<file path="config.mk">
export PLATFORM = sky130hd
export DESIGN_NAME = cska_seq_ctrl
export DESIGN_NICKNAME = d
export VERILOG_FILES = /design/src/rtl/cska_pkg.sv /design/src/rtl/cska4_slice.sv /design/src/rtl/cska_seq_ctrl.sv
export SDC_FILE = /design/constraint.sdc
export NUM_CORES = 1
export LEC_CHECK = 0
export BUFFER_PORTS_ARGS = -buffer_cell sky130_fd_sc_hd__buf_2
export CAP_MARGIN = 5
export CORE_ASPECT_RATIO = 1.2
export CORE_UTILIZATION = 38
export CTS_BUF_LIST = sky130_fd_sc_hd__clkbuf_4 sky130_fd_sc_hd__clkbuf_8
export CTS_CLUSTER_DIAMETER = 150
export DETAILED_ROUTE_END_ITERATION = 6
export PLACE_DENSITY_LB_ADDON = 0.2
export RECOVER_POWER = 50
export REMOVE_ABC_BUFFERS = 1
export SYNTH_ARGS = -nofsm -noshare
export SYNTH_HDL_FRONTEND = slang
export SYNTH_SLANG_ARGS = --single-unit
</file>
<file path="constraint.sdc">
create_clock -name clk -period 4.1 [get_ports clk]
set_input_delay 0.205 -clock clk [delete_from_list [all_inputs] [get_ports clk]]
set_output_delay 0.205 -clock clk [all_outputs]
set_load 0.02 [all_outputs]
</file>
<file path="src/rtl/cska_pkg.sv">
// Shared types and constants for the carry-skip add sequencer.
// Latency: n/a (declarations only).
// Backpressure: n/a.
package cska_pkg;

    localparam int SLICE_W = 4;

    typedef enum logic [1:0] {
        IDLE = 2'd0,
        RUN  = 2'd1,
        DONE = 2'd2
    } state_t;

endpackage

</file>
<file path="src/rtl/cska4_slice.sv">
// 4-bit carry-skip adder slice: ripple of full-add cells plus an all-propagate bypass of the carry.
// Latency: purely combinational, zero cycles.
// Backpressure: none; outputs follow inputs.
module cska4_slice
    import cska_pkg::*;
(
    input  logic [SLICE_W-1:0] a,
    input  logic [SLICE_W-1:0] b,
    input  logic               cin,
    output logic [SLICE_W-1:0] s,
    output logic               cout,
    output logic               skip
);

    logic [SLICE_W-1:0] p;
    logic [SLICE_W-1:0] g;
    logic [SLICE_W:0]   c;

    // Half-add terms per bit, then the full-add ripple chain; the skip mux picks cin when every bit propagates.
    always_comb begin
        p    = a ^ b;
        g    = a & b;
        c    = '0;
        c[0] = cin;
        for (int i = 0; i < SLICE_W; i++) begin
            c[i+1] = g[i] | (p[i] & c[i]);
        end
        s    = p ^ c[SLICE_W-1:0];
        skip = &p;
        cout = skip ? cin : c[SLICE_W];
    end

endmodule

</file>
<file path="src/rtl/cska_seq_ctrl.sv">
// Wide adder built by stepping one 4-bit carry-skip slice from LSB to MSB, carry kept in a flop.
// Latency: out_valid rises NSLICE clocks after the accept edge; one add per NSLICE+2 cycles at best.
// Backpressure: result held in DONE until out_ready; in_ready only in IDLE, so no accept while busy or holding.
module cska_seq_ctrl
    import cska_pkg::*;
#(
    parameter int WIDTH = 16
) (
    input  logic                           clk,
    input  logic                           rst,
    input  logic                           in_valid,
    output logic                           in_ready,
    input  logic [WIDTH-1:0]               a,
    input  logic [WIDTH-1:0]               b,
    input  logic                           cin,
    output logic                           out_valid,
    input  logic                           out_ready,
    output logic [WIDTH-1:0]               sum,
    output logic                           cout,
    output logic [$clog2(WIDTH/4+1)-1:0]   skip_cnt,
    output logic                           busy
);

    localparam int NSLICE = WIDTH / SLICE_W;
    localparam int IW     = (NSLICE > 1) ? $clog2(NSLICE) : 1;
    localparam int CW     = $clog2(NSLICE + 1);
    localparam logic [IW-1:0] LAST = IW'(NSLICE - 1);

    state_t            state;
    state_t            state_nxt;
    logic [WIDTH-1:0]  a_reg;
    logic [WIDTH-1:0]  b_reg;
    logic              carry;
    logic [IW-1:0]     idx;

    logic [SLICE_W-1:0] a_nib;
    logic [SLICE_W-1:0] b_nib;
    logic [SLICE_W-1:0] s_nib;
    logic               slice_co;
    logic               slice_skip;

    assign a_nib = a_reg[idx*SLICE_W +: SLICE_W];
    assign b_nib = b_reg[idx*SLICE_W +: SLICE_W];

    cska4_slice u_slice (
        .a    (a_nib),
        .b    (b_nib),
        .cin  (carry),
        .s    (s_nib),
        .cout (slice_co),
        .skip (slice_skip)
    );

    // State register.
    always_ff @(posedge clk or posedge rst) begin
        if (rst) begin
            state <= IDLE;
        end else begin
            state <= state_nxt;
        end
    end

    // Next-state and handshake outputs; the last slice cycle moves straight to DONE.
    always_comb begin
        state_nxt = state;
        in_ready  = 1'b0;
        out_valid = 1'b0;
        busy      = 1'b0;
        case (state)
            IDLE: begin
                in_ready = 1'b1;
                if (in_valid) begin
                    state_nxt = RUN;
                end
            end
            RUN: begin
                busy = 1'b1;
                if (idx == LAST) begin
                    state_nxt = DONE;
                end
            end
            DONE: begin
                out_valid = 1'b1;
                if (out_ready) begin
                    state_nxt = IDLE;
                end
            end
            default: begin
                state_nxt = IDLE;
            end
        endcase
    end

    // Operand capture on accept, then one nibble of sum and the carry per RUN cycle; DONE holds everything.
    always_ff @(posedge clk or posedge rst) begin
        if (rst) begin
            a_reg    <= '0;
            b_reg    <= '0;
            carry    <= 1'b0;
            idx      <= '0;
            sum      <= '0;
            cout     <= 1'b0;
            skip_cnt <= '0;
        end else begin
            case (state)
                IDLE: begin
                    if (in_valid) begin
                        a_reg    <= a;
                        b_reg    <= b;
                        carry    <= cin;
                        idx      <= '0;
                        sum      <= '0;
                        skip_cnt <= '0;
                    end
                end
                RUN: begin
                    sum[idx*SLICE_W +: SLICE_W] <= s_nib;
                    carry <= slice_co;
                    if (slice_skip) begin
                        skip_cnt <= skip_cnt + CW'(1);
                    end
                    if (idx == LAST) begin
                        cout <= slice_co;
                        idx  <= '0;
                    end else begin
                        idx <= idx + 1'b1;
                    end
                end
                default: begin
                end
            endcase
        end
    end

endmodule

</file>
==> flow_summary.toml, run 1 <==
[setup_path]
path_class = "flip-flop to flip-flop"
rr_worst_depth = 9
reg2reg_to = "carry"
worst-path-max-fanout = 17
crit_required_ns = 4.31
crit_end = "carry"
cp.arrival_ns = 3.44
r2r_start = "idx[0]"
crit_start = "idx[0]"
crit_path_end_kind = "flip-flop"
startpoint_type = "flip-flop"
reg2reg_slack_ns = 0.87

[synthesis]
synth.cell_area_sq_um = 2790
synth.avg_cell_area_sq_um = 10.5
yosys-top-cells-count = "nand2_1 (105), dfrtp_1 (57), inv_1 (13)"
synthDistinctLibCells = 34
yosysSeqAreaShare_pct = 51.2
syn_inst = 265
synth_edf_count = 0
synthTopCellsByArea = "dfrtp_1 (51%), nand2_1 (14%), mux4_1 (7.5%), ha_1 (4.0%), fa_1 (2.9%)"
synth.most_common_cell = "nand2_1"
yosysTopAreaCell = "dfrtp_1"
synth_ff_type = "dfrtp_1"
synth.top_cell.area_share_pct = 51.2
ys_ff_latch = 57
yosys_warnings = 0
synthArstFlopShare_pct = 100

[place]
hpwl_um = 3970
place.gp.congestion = 0.737
post-place-ws_ns = 0.867
port_buffers = 59

[sta]
final_hold_viol_count = 0
drv_slew = 58
worstMarginPinSlew_ns = 3.01
period_share_pct = 78.8
tns_ns = 0
setup_viol = 0
slew_headroom_pct = -101
fmax_ghz = 0.309
finClkSkew_ns = 0.00689
rsz0062_at_grt = "no"
fin_ws_ns = 0.868
period_minus_slack_ns = 3.23

[clock_tree]
cts-root-buf = "clkbuf_8"
cts_tree = "done"
h-tree-depth = 3
cts.path.max_buffers = 2
clk_latency_ns = 0.33
postCtsSetupRepairBufs = 0
numCtsBuffers = 9
postCtsHoldBufs = 0
post_cts_resized = 0
clk_pin_slew_worst_paths_ns = 0.07
cts_sinks = 57

[power_and_ir_drop]
ir_drop_mv = 0.348
powerDensity_nw_per_um2 = 871
p_leak_nw = 1.75

[detailed_routing]
drtAntennaViolNets = 0
drt-total-wl_um = 5810
drtPass1Iterations = 4
wl_per_cell_um = 14.0
drt-initial-drc-count = 96
via_per_inst = 4.85
route.detailed.drc = 0
vias = 2018

[layout]
drive_gt1_share_pct = 20.7
antenna_cells = 0
fin_nets = 374
syn_to_final_growth_pct = 18.5

[global_route]
grt_antenna_before_repair = 0
grt_first_pass_wirelength_um = 9340
grt_pass1_vias = 1944
grt_use_total_pct = 16.5
overflow = 0
grt_max_degree = 58

[floorplan]
num_rows = 33
die_h_um = 95.8
num_io_pins = 60
dieArea_sq_um = 7680
start_util_pct = 39.9
core_area_sq_um = 6980
chipWidth_um = 80.2

[job]
max-cap-violations = 1

[outcome]
violations = "max-capacitance violations, max-slew violations"
status = "finished with violations"

[worst_hold_path]
hold_path.class = "primary input to flip-flop"
-- worst max-delay path, cell delays in order, from the launching register on --
cell and delay, ns:
dfrtp_1 0.79, mux4_1 0.70, fa_1 0.40, inv_1 0.08, fa_1 0.19, fa_1 0.17, inv_1 0.05, fa_1 0.38
o32ai_1 0.29, a21oi_1 0.06
-- cell usage in the layout (no fill, tap or decap) --
master     instances
or3_1              1
nand3b_1           1
clkbuf_8          13
and3_1             1
o31ai_1            1
nand3_1            4
nor3b_4            1
ha_1               9
o21ai_0            5
o32ai_1            1
a21oi_1            1
nand4_1            2
buf_2             48
nor2_1             2
a21o_1             4
a22o_1             8
inv_1             13
nand2b_1           3
or3b_4             1
and4_1             2
mux4_1             8
o2bb2ai_1          8
dfrtp_1           57
nor2b_1            1
or2b_1             1
nand2_1          105
clkbuf_4           1
buf_4              1
mux2i_1            4
or4_4              1
fa_1               4
clkbuf_1          12
nor4_1             1
nor4bb_1           1
clkinv_2           2
nor3_1             1
-- per-stage QoR --
step / utilization (%) / std cells / hold WS, ns / power [W] / cell area, sq um
final: 47.3 / 416 / 0.0568 / 0.00287 / 3300
after global routing: 47.3 / 416 / 0.0629 / 0.00311 / 3300
after CTS: 47.5 / 416 / 0.0450 / 0.00291 / 3320
after detailed placement: 44.7 / 400 / 0.397 / 0.00239 / 3120
after global placement: 44.7 / 400 / 0.396 / 0.00236 / 3120
after floorplan: - / 252 / 0.310 / 0.00195 / 2700
-- kinds of logic (layout without fill, tap and decap cells) --
logic type / Yosys count / count (layout) / synth area share [%]
buffers and inverters: 26 / 90 / 4.99
DFF: 57 / 57 / 51.2
muxes: 12 / 12 / 8.98
and+or+nand+nor: 129 / 129 / 20.1
AOI/OAI and AO/OA: 28 / 28 / 7.77
adders and majority gates: 13 / 13 / 6.92
-- power breakdown --
part	leakage [nW]	internal [W]	switching (W)
Clock	0.106	0.000290	0.000216
Combinational	0.908	0.000559	0.000804
Sequential	0.733	0.000802	0.000202
Total	1.75	0.00165	0.00122
-- per-layer routing --
layer	global-route usage, %	vias to the layer above	wire length, um
met3	3.22	15	222
met5	0	-	0
met4	9.08	0	138
met1	21.5	946	2740
met2	25.7	50	2710
li1	-	1007	-
-- layout make-up --
class                           instances  area [sq um]
Tap cell                               87           109
Inverter                               13          48.8
Clock buffer                           14           186
Multi-Input combinational cell        182          1230
Clock inverter                          2          10.0
Fill cell                             693          3680
Timing Repair Buffer                   61           293
Sequential cell                        57          1430
-- worst min-delay path by stage --
stage	startpoint	end	depth (start not counted)
4_1_cts	b[6]	b_reg[6]	3
5_1_grt	a[14]	a_reg[14]	3
6_report	b[6]	b_reg[6]	3
3_3_place_gp	a[0]	a_reg[0]	3
3_5_place_dp	b[6]	b_reg[6]	3
2_1_floorplan	a[0]	a_reg[0]	2
(Power assumes the default switching activity.)
==> inputs of run 2 (changes only) <==
==> constraint.sdc (replaced) <==
create_clock -name clk -period 2.9 [get_ports clk]
set_input_delay 0.145 -clock clk [delete_from_list [all_inputs] [get_ports clk]]
set_output_delay 0.145 -clock clk [all_outputs]
set_load 0.02 [all_outputs]
==> flow_summary.toml, run 2 (synthesized netlist as in run 1, its figures left out) <==
[outcome]
status = "finished clean"

[worst_hold_path]
worstHoldStart = "a[11]"
hold_path_depth = 3
min_to = "a_reg[11]"
hold_path.class = "primary input to flip-flop"

[setup_path]
path_class = "flip-flop to flip-flop"
r2r_start = "idx[0]"
worst-path-max-fanout = 13
cpPeakStageDelay_ns = 0.47
cp_num_buf_inv = 3
rr_worst_depth = 8
crit_required_ns = 3.12
crit_slowest_cell = "fa_1"
path_delay_family = "adder cells"
reg2reg_slack_ns = 0.15
crit_path_end_kind = "flip-flop"
cp.arrival_ns = 2.97
crit_path_frequent_cell = "fa_1"
reg2reg_to = "sum[11]"
crit_chain = "buf_4 > mux4_1 > inv_1 > fa_1 > fa_1 > inv_1 > fa_1 > a22o_1"
startpoint_type = "flip-flop"

[layout]
regArea_sq_um = 1430
n_fill_cell = 662
most-common-layout-cells = "nand2_1 (105), dfrtp_1 (57), buf_2 (38)"
multiInputGateArea_sq_um = 1220
syn_to_final_growth_pct = 28.2
drive_gt1_share_pct = 17.7
final_common_cell = "nand2_1"
antenna_cells = 0
fin_nets = 402

[floorplan]
core_area_sq_um = 6980
num_io_pins = 60
die_h_um = 95.8
num_rows = 33
chipWidth_um = 80.2
dieArea_sq_um = 7680
start_util_pct = 39.9

[power_and_ir_drop]
powerDensity_nw_per_um2 = 1170
p_sw_w = 0.00173
seqPwrFrac_pct = 33.1
swShare_pct = 41.5
power_frac_clock_pct = 18.9
comb_power_share_pct = 48.0
ir_drop_mv = 0.514
internal_power_w = 0.00244
p_leak_nw = 1.82

[sta]
setup_viol = 0
rsz0062_at_grt = "no"
final_hold_viol_count = 0
worstMarginPinSlew_ns = 1.03
tns_ns = 0
period_minus_slack_ns = 2.75
drv_slew = 0
finClkSkew_ns = 0.0114
fin_ws_ns = 0.151
fmax_ghz = 0.364
period_share_pct = 94.8
slew_headroom_pct = 31.5

[job]
max-cap-violations = 0

[detailed_routing]
via_per_inst = 4.85
wl_per_cell_um = 13.5
route.detailed.drc = 0
drtPass1Iterations = 4
drtAntennaViolNets = 0
drt-initial-drc-count = 110
drt-total-wl_um = 5970
vias = 2147

[clock_tree]
cts-root-buf = "clkbuf_8"
clk_latency_ns = 0.34
cts_sinks = 57
clk_pin_slew_worst_paths_ns = 0.06
numCtsBuffers = 9
cts_tree = "done"
h-tree-depth = 3
cts.path.max_buffers = 2

[global_route]
overflow = 0
grt_max_degree = 40
grt_pass1_vias = 2031
grt_antenna_before_repair = 0
grt_use_total_pct = 17.7
grt_first_pass_wirelength_um = 9890

[place]
port_buffers = 59
place.gp.congestion = 0.758
post-place-ws_ns = 0.140
hpwl_um = 4280
[run 2: power by group through the flow]
stage,clock network (W),registers (W),logic [W]
after floorplan,0,0.00145,0.00131
after global placement,0,0.00138,0.00199
after detailed placement,0,0.00139,0.00202
after CTS,0.000804,0.00138,0.00206
after global routing,0.000839,0.00144,0.00225
final,0.000789,0.00138,0.00200
[run 2: worst max path at each step]
stage | from | to | slack [ns] | cells past startpoint
after floorplan | idx[0] | carry | -0.02 | 9
after global placement | idx[0] | sum[3] | 0.15 | 8
after detailed placement | idx[0] | sum[15] | 0.14 | 8
after CTS | idx[0] | sum[3] | 0.13 | 8
after global routing | idx[0] | carry | 0.03 | 9
final | idx[0] | sum[11] | 0.15 | 8
[run 2: routing by layer]
metal / up-vias / wire, um / global-route usage, %
li1: 1062 / - / -
met1: 1023 / 2760 / 23.6
met2: 53 / 2830 / 27.1
met3: 9 / 269 / 4.27
met4: 0 / 112 / 8.93
met5: - / 0 / 0
[run 2: area by class of cell]
class                           count  area share, %
Sequential cell                    57           39.9
Tap cell                           87           3.05
Multi-Input combinational cell    182           34.1
Clock inverter                      2          0.981
Timing Repair Buffer               89           15.5
Inverter                           13           1.37
Clock buffer                       13           5.01
[run 2: worst reg2reg max path, delay by kind of cell (launching register included)]
kind                       cells  cell delay [ns]
adders and majority gates      3             1.28
DFF                            1             0.43
muxes                          1             0.36
buffers and inverters          3             0.35
AOI/OAI and AO/OA              1             0.22
[run 2: stage by stage]
step	power [W]	std cells	instance area [sq um]	util, %	hold slack [ns]
final	0.00417	443	3570	51.2	0.00584
after CTS	0.00424	443	3610	51.7	0.000400
after floorplan	0.00276	252	2700	-	0.250
after global routing	0.00453	443	3570	51.2	0.00339
after detailed placement	0.00342	403	3140	45.0	0.242
after global placement	0.00338	403	3140	45.0	0.232
[run 2: timing repair]
action	4_1_cts	5_1_grt
hold buffers	25	0
endpoints found under the hold margin	51	0
buffers inserted	0	0
setup endpoints to repair	0	1
resized for setup	0	2
==> inputs of run 3 (changes only) <==
--- a/config.mk
+++ b/config.mk
@@ -17,4 +17,5 @@
 export REMOVE_ABC_BUFFERS = 1
 export SYNTH_ARGS = -nofsm -noshare
 export SYNTH_HDL_FRONTEND = slang
+export SYNTH_HIERARCHICAL = 1
 export SYNTH_SLANG_ARGS = --single-unit
==> constraint.sdc (replaced) <==
create_clock -name clk -period 3.4 [get_ports clk]
set_input_delay 0.17 -clock clk [delete_from_list [all_inputs] [get_ports clk]]
set_output_delay 0.17 -clock clk [all_outputs]
set_load 0.02 [all_outputs]
==> flow_summary.toml, run 3 <==
[setup_path]
crit_path_end_kind = "flip-flop"
reg2reg_to = "sum[11]"
cpPeakStageDelay_ns = 0.57
crit_slowest_cell = "mux4_2"
path_class = "flip-flop to flip-flop"
crit_path_frequent_cell = "fa_1"
r2r_start = "idx[0]"
path_delay_family = "adder cells"
startpoint_type = "flip-flop"
rr_worst_depth = 8
worst-path-max-fanout = 16
crit_required_ns = 3.67
cp.arrival_ns = 3.15
reg2reg_slack_ns = 0.53
crit_chain = "buf_4 > mux4_2 > fa_1 > fa_1 > inv_1 > fa_1 > inv_1 > a22o_1"
cp_num_buf_inv = 3

[place]
place.gp.congestion = 0.723
hpwl_um = 4120
placed_area_sq_um = 3240
port_buffers = 59

[worst_hold_path]
worstHoldStart = "out_ready"
min_to = "state[1]"
hold_path_depth = 2
hold_path.class = "primary input to flip-flop"

[clock_tree]
post_cts_resized = 0
clk_pin_slew_worst_paths_ns = 0.06
h-tree-depth = 3
cts-root-buf = "clkbuf_8"
cts_sinks = 57
clk_latency_ns = 0.34
postCtsHoldBufs = 0
postCtsSetupRepairBufs = 0
numCtsBuffers = 9
cts.path.max_buffers = 2
cts_tree = "done"

[synthesis]
synth.avg_cell_area_sq_um = 15.0
yosys-top-cells-count = "dfrtp_1 (57), mux2_4 (27), a22o_1 (18)"
synth_edf_count = 0
yosysSeqAreaShare_pct = 49.3
syn_inst = 193
synth_ff_type = "dfrtp_1"
yosys_warnings = 6
ys_ff_latch = 57
synthDistinctLibCells = 34
synth.cell_area_sq_um = 2890
synthTopCellsByArea = "dfrtp_1 (49%), mux2_4 (14%), mux4_2 (6.2%), a22o_1 (5.4%), ha_1 (4.8%)"
synthArstFlopShare_pct = 100
yosysTopAreaCell = "dfrtp_1"
synth.top_cell.area_share_pct = 49.3
synth.most_common_cell = "dfrtp_1"

[power_and_ir_drop]
comb_power_share_pct = 50.9
internal_power_w = 0.00228
seqPwrFrac_pct = 31.8
power_w = 0.00373
powerDensity_nw_per_um2 = 1080
swShare_pct = 38.7
ir_drop_mv = 0.422
power_frac_clock_pct = 17.2
p_sw_w = 0.00144
p_leak_nw = 1.68

[layout]
fin_nets = 311
finalInstanceArea_sq_um = 3440
syn_to_final_growth_pct = 18.8
most-common-layout-cells = "dfrtp_1 (57), buf_2 (48), mux2_4 (27)"
final_common_cell = "dfrtp_1"
drive_gt1_share_pct = 43.9
antenna_cells = 0

[sta]
fmax_ghz = 0.348
setup_viol = 0
finClkSkew_ns = 0.00414
period_minus_slack_ns = 2.87
tns_ns = 0
drv_slew = 44
final_hold_viol_count = 0
slew_headroom_pct = -8.67
worstMarginPinSlew_ns = 1.63
period_share_pct = 84.5
rsz0062_at_grt = "no"

[detailed_routing]
via_per_inst = 4.91
drtAntennaViolNets = 0
drt-initial-drc-count = 73
vias = 1739
route.detailed.drc = 0
wl_per_cell_um = 15.5
drtPass1Iterations = 4
drt-total-wl_um = 5480

[global_route]
grt_use_total_pct = 15.7
grt_pass1_vias = 1811
grt_first_pass_wirelength_um = 9140
grt_antenna_before_repair = 0
grt_max_degree = 44
overflow = 0

[floorplan]
die_h_um = 97.6
num_io_pins = 60
chipWidth_um = 81.7
dieArea_sq_um = 7970
core_area_sq_um = 7320
start_util_pct = 39.6
num_rows = 34

[outcome]
status = "finished with violations"
violations = "max-capacitance violations, max-slew violations"

[job]
max-cap-violations = 1
-- run 3: cell count changes in the layout (fill, tap and decap cells not counted), moves of 6 or more --
cell,change
dlygate4sd3_1,-25
mux4_2,+6
buf_2,+10
nand2_1,-96
a22o_1,+10
mux2_4,+27
mux4_1,-6
clkbuf_1,-9
o2bb2ai_1,-8
-- run 3: power groups by stage --
stage	registers (W)	clock network [W]	logic (W)
floorplan	0.00125	0	0.00136
global placement	0.00120	0	0.00192
detailed placement	0.00120	0	0.00194
CTS	0.00119	0.000660	0.00194
global route	0.00123	0.000690	0.00212
finish	0.00119	0.000643	0.00190
-- run 3: how the worst max path moves through the flow --
stage	startpoint	to	slack, ns	cells past startpoint
after floorplan	idx[0]	sum[15]	0.31	10
after global placement	idx[0]	sum[11]	0.56	8
after detailed placement	idx[0]	sum[3]	0.51	8
after CTS	idx[0]	sum[11]	0.50	8
after global routing	idx[0]	sum[11]	0.34	8
final	idx[0]	sum[11]	0.53	8
-- run 3: logic make-up after synthesis --
kind of cell | synth area share, %
DFF | 49.3
muxes | 23.3
AOI/OAI and AO/OA | 8.21
buffers and inverters | 5.10
and+or+nand+nor | 6.31
adders and majority gates | 7.52
xor gates and xnor gates | 0.303
-- run 3: area by class of cell --
type / count / area, sq um
Timing Repair Buffer: 63 / 308
Sequential cell: 57 / 1430
Fill cell: 678 / 3880
Inverter: 16 / 60.1
Clock inverter: 1 / 5.00
Multi-Input combinational cell: 112 / 1320
Tap cell: 90 / 113
Clock buffer: 15 / 206
-- run 3: layer usage --
layer  GRT usage, %  vias to the layer above  wire length (um)
met3           3.94                       12               227
met5              0                        -                 0
met2           23.4                       47              2590
li1               -                      827                 -
met4           8.10                        0               114
met1           20.7                      853              2550
-- run 3: worst reg2reg max path, cell delays in order, from the launching register on --
cell and delay, ns:
dfrtp_1 0.41, buf_4 0.28, mux4_2 0.57, fa_1 0.45, fa_1 0.36, inv_1 0.08, fa_1 0.41, inv_1 0.13
a22o_1 0.13
-- run 3: per-stage QoR --
stage          util, %  hold slack [ns]  worst slack, ns  std cells
2_1_floorplan        -            0.278            0.314        185
3_3_place_gp      44.3            0.375            0.555        338
3_5_place_dp      44.3            0.372            0.512        338
4_1_cts           47.2          0.00677            0.499        354
5_1_grt           47.0           0.0206            0.341        354
6_report          47.0           0.0201            0.527        354
